$ cat src/rtl/tff_counter.sv
// tff_counter: modulo-MODULUS counter built from per-bit toggle logic.
// Optional feature macro: TFF_COUNTER_UPDOWN_EN adds the 'up' port and down counting.
// Without the macro the counter counts up only.
module tff_counter #(
  parameter int unsigned      WIDTH   = 4,
  parameter longint unsigned  MODULUS = 10
) (
  input  logic             clk,
  input  logic             reset,
  input  logic             en,
  input  logic             clr,
  input  logic             load,
  input  logic [WIDTH-1:0] load_val,
`ifdef TFF_COUNTER_UPDOWN_EN
  input  logic             up,
`endif
  output logic [WIDTH-1:0] q,
  output logic             tc,
  output logic             wrap,
  output logic [WIDTH-1:0] toggled
);

  localparam logic [WIDTH-1:0] MAX_VAL = WIDTH'(MODULUS - 64'd1);

  logic             dir_up;
  logic [WIDTH-1:0] term_val;
  logic [WIDTH-1:0] wrap_val;
  logic [WIDTH-1:0] load_sat;
  logic [WIDTH-1:0] tmask;

`ifdef TFF_COUNTER_UPDOWN_EN
  assign dir_up = up;
`else
  assign dir_up = 1'b1;
`endif

  // Terminal value for the current direction and the value the count wraps to.
  assign term_val = dir_up ? MAX_VAL : '0;
  assign wrap_val = dir_up ? '0 : MAX_VAL;

  // Terminal count, zero latency.
  assign tc = en & (q == term_val);

  // Out-of-range load values clamp to the top of the count range.
  assign load_sat = (64'(load_val) >= MODULUS) ? MAX_VAL : load_val;

  // Per-bit toggle enables: a bit flips when every lower bit sits at its
  // terminal level; at the modulus boundary the mask jumps straight to wrap_val.
  always_comb begin
    logic carry;
    tmask = '0;
    carry = en;
    for (int i = 0; i < int'(WIDTH); i++) begin
      tmask[i] = carry;
      carry    = carry & (dir_up ? q[i] : ~q[i]);
    end
    if (tc) begin
      tmask = q ^ wrap_val;
    end
  end

  // Count register with clr > load > en > hold priority.
  always_ff @(posedge clk or negedge reset) begin
    if (!reset) begin
      q       <= '0;
      wrap    <= 1'b0;
      toggled <= '0;
    end else if (clr) begin
      q       <= '0;
      wrap    <= 1'b0;
      toggled <= q;
    end else if (load) begin
      q       <= load_sat;
      wrap    <= 1'b0;
      toggled <= q ^ load_sat;
    end else begin
      q       <= q ^ tmask;
      wrap    <= tc;
      toggled <= tmask;
    end
  end

endmodule

$ cat config.mk
export PLATFORM = sky130hd
export DESIGN_NAME = tff_counter
export DESIGN_NICKNAME = d
export VERILOG_FILES = /design/src/rtl/tff_counter.sv
export SDC_FILE = /design/constraint.sdc
export NUM_CORES = 1
export LEC_CHECK = 0
export CAP_MARGIN = 30
export CORE_AREA = 2 2 39 41
export CTS_CLUSTER_DIAMETER = 50
export DETAILED_ROUTE_END_ITERATION = 6
export DIE_AREA = 0 0 41 43
export PLACE_DENSITY = 0.81
export SYNTH_ARGS = -nofsm -noshare
export SYNTH_HDL_FRONTEND = slang
export SYNTH_SLANG_ARGS = --single-unit
export TNS_END_PERCENT = 10
$ cat constraint.sdc
create_clock -name clk -period 1.82 [get_ports clk]
set_input_delay 0.455 -clock clk [delete_from_list [all_inputs] [get_ports clk]]
set_output_delay 0.455 -clock clk [all_outputs]
set_load 0.02 [all_outputs]
==> flow_summary.json <==
{
  "startpoint_type": "flip-flop",
  "min_path_type": "input port to asynchronous set/reset pin",
  "maxCapViolations": 0,
  "status": "complete, no violations",
  "grt_pass1_wl_mm": 2.35,
  "p_int_mw": 0.382,
  "area.growth.synth_to_final_pct": 49.9,
  "rows": 14,
  "fmax_mhz": 610,
  "peakVddDrop_mv": 0.295,
  "clk_pin_slew_ns": 0.06,
  "core_mm2": 0.00138,
  "drt-vias-per-instance": 5.68,
  "grt_usage_pct": 19.8,
  "fin_skew_ns": 0.00444,
  "clk_latency_ns": 0.27,
  "synthCells": 58,
  "post-route-min-period_ns": 1.64,
  "gr-total-overflow": 0,
  "drv_slew": 0,
  "combinationalPowerShare_pct": 30.4,
  "worstPathArrival_ns": 1.18,
  "cts_sinks": 9,
  "route.detailed.drc": 0,
  "grt_pass1_vias": 553,
  "synth_cell_types": 31,
  "netSwitchingFraction_pct": 30.3,
  "dieHeight_um": 43,
  "nNetsFinal": 96,
  "critPathMaxFanout": 1,
  "slowest_delay_ns": 0.59,
  "synth_fp_nets": 67,
  "syn_avg_cell_area_um2": 9.43,
  "worstPathRequired_ns": 1.36,
  "antennaDiodeCount": 0,
  "relSlewSlack_pct": 71.5,
  "min_period_over_period_pct": 90.1,
  "seqPwrFrac_pct": 40.6,
  "final_hold_viol_count": 0,
  "timing.final.ws_setup_ns": 0.180,
  "crit_buf_inv": 1,
  "io_pins": 19,
  "routed_wirelength_mm": 1.42,
  "p_total_mw": 0.547,
  "nFillCells": 130,
  "rsz0062_at_grt": "no",
  "wl_per_cell_um": 13.9,
  "drtIter0Drc": 23,
  "crit-reg2reg-launch": "q[3]",
  "setup_viol": 0,
  "vias": 579,
  "cts_tree": "built",
  "synth_warnings": 0,
  "worstSetupPathType": "flip-flop to output port",
  "die_w_um": 41,
  "p_clk_share_pct": 29.1,
  "antenna_found_initial": 0,
  "cts_buffers": 3,
  "gp_congestion": 0.868,
  "netlist_area_um2": 547,
  "worstMarginPinSlew_ns": 0.426,
  "place_hpwl_mm": 1.08,
  "cts_root_buffer": "clkbuf_4",
  "drive_gt1_share_pct": 20.9,
  "dieArea_mm2": 0.00176,
  "first_pass_iters": 4,
  "io_buffers": 18,
  "cts_buffer_depth": 2,
  "antenna_left": 0,
  "grt_max_degree": 13,
  "stdcell_count": 102,
  "seq_area_frac_synth_pct": 41.2,
  "ys_seq_elements": 9,
  "cts_setup_buffers": 0,
  "cts_max_level": 1,
  "path_cells": "clkdlybuf4s50_1",
  "crit_family": "buffers and inverters",
  "place_ws_ns": -0.474,
  "cp-startpoint": "toggled[1]",
  "p_switching_mw": 0.166,
  "leakage_nw": 0.362,
  "powerDensity_mw_per_mm2": 668,
  "start_util_pct": 39.5,
  "crit_slowest_cell": "clkdlybuf4s50_1",
  "cp-end-kind": "output port",
  "dp_cells": 98
}
## cell type report
class	count	area (um2)	area share [%]
Multi-Input combinational cell	44	297	36.2
Timing Repair Buffer	28	248	30.2
Sequential cell	9	225	27.5
Clock buffer	4	26.3	3.21
Tap cell	16	20.0	2.44
Inverter	1	3.75	0.458
## power by group through the flow
| stage | Sequential (mW) | Combinational, mW | Clock (mW) |
|---|---|---|---|
| global placement | 0.225 | 0.167 | 0 |
| floorplan | 0.249 | 0.0604 | 0 |
| finish | 0.222 | 0.166 | 0.159 |
| global route | 0.224 | 0.179 | 0.176 |
| detailed placement | 0.226 | 0.171 | 0 |
| CTS | 0.222 | 0.167 | 0.163 |
## synthesized netlist by cell type (all sizes together)
cell	n	area share (%)
xnor2	1	1.6
nor2	2	1.4
and4b	1	2.1
clkbuf	1	0.69
inv	1	0.69
mux2i	1	1.8
buf	3	3.2
o21a	1	1.4
a22oi	1	1.4
a21oi	3	2.7
nand3	4	3.7
nor2b	3	3.4
nand3b	1	1.4
nor3b	1	1.4
or3	2	2.3
nand2	2	1.8
xor2	1	1.6
o221ai	1	1.6
and4bb	1	2.3
a21boi	1	1.4
a221oi	1	2.7
nand2b	3	3.4
a32oi	1	1.6
a211oi	2	2.7
a311oi	1	1.6
o22a	1	1.6
nor3	3	2.7
dfrtp	9	41
o21ai	5	4.6
## path summary, 6_finish.rpt
kind	end	slack (ns)	cells past startpoint
setup reg to reg	q[1]	0.47	4
hold / removal	q[3]	0.49	1
min in group clk	wrap	0.62	2
setup / recovery	toggled[1]	0.18	1
max in group asynchronous	toggled[3]	1.03	1
hold reg to reg	wrap	0.62	2
## sequential cells by signal, indices dropped and copies added (netlist names)
| name | cells |
|---|---|
| wrap | 1 |
| toggled | 4 |
| q | 4 |
## per-stage QoR
step | setup TNS, ns | hold WS (ns) | util [%] | instance area [um2]
finish | 0 | 0.488 | 59.2 | 820
global route | 0 | 0.526 | 59.2 | 820
CTS | 0 | 0.504 | 59.0 | 817
detailed placement | -0.474 | 0.613 | 57.9 | 801
global placement | -0.471 | 0.593 | 57.9 | 801
floorplan | 0 | 0.159 | - | 547
## metal layers
| metal | vias to the layer above | share of wire (%) | track usage, % |
|---|---|---|---|
| met2 | 25 | 48 | 28.7 |
| met4 | 0 | 3.1 | 15.3 |
| met3 | 6 | 5.5 | 2.62 |
| li1 | 275 | - | - |
| met1 | 273 | 43 | 25.0 |
| met5 | - | 0 | 0 |
## logic make-up (layout without fill, tap and decap cells)
| group | Yosys count | in the layout | share of synthesized area, % |
|---|---|---|---|
| AO/OA/AOI/OAI | 18 | 18 | 23.3 |
| XOR/XNOR | 2 | 2 | 3.20 |
| buffers and inverters | 5 | 33 | 4.58 |
| flip-flops | 9 | 9 | 41.2 |
| multiplexers | 1 | 1 | 1.83 |
| AND/OR/NAND/NOR | 23 | 23 | 25.9 |
## layout by cell type, fill, tap and decap left out, types with 4 or more instances in the layout
master,count
buf_4,10
clkdlybuf4s50_1,12
dfrtp_1,9
dlygate4sd2_1,4
nand3_1,4
o21ai_0,5
## timing repair
action,4_1_cts,5_1_grt
gates resized for setup,9,1
setup endpoints to repair,4,1
hold buffers,0,0
hold endpoints to repair,0,0
(Power assumes the default switching activity.)
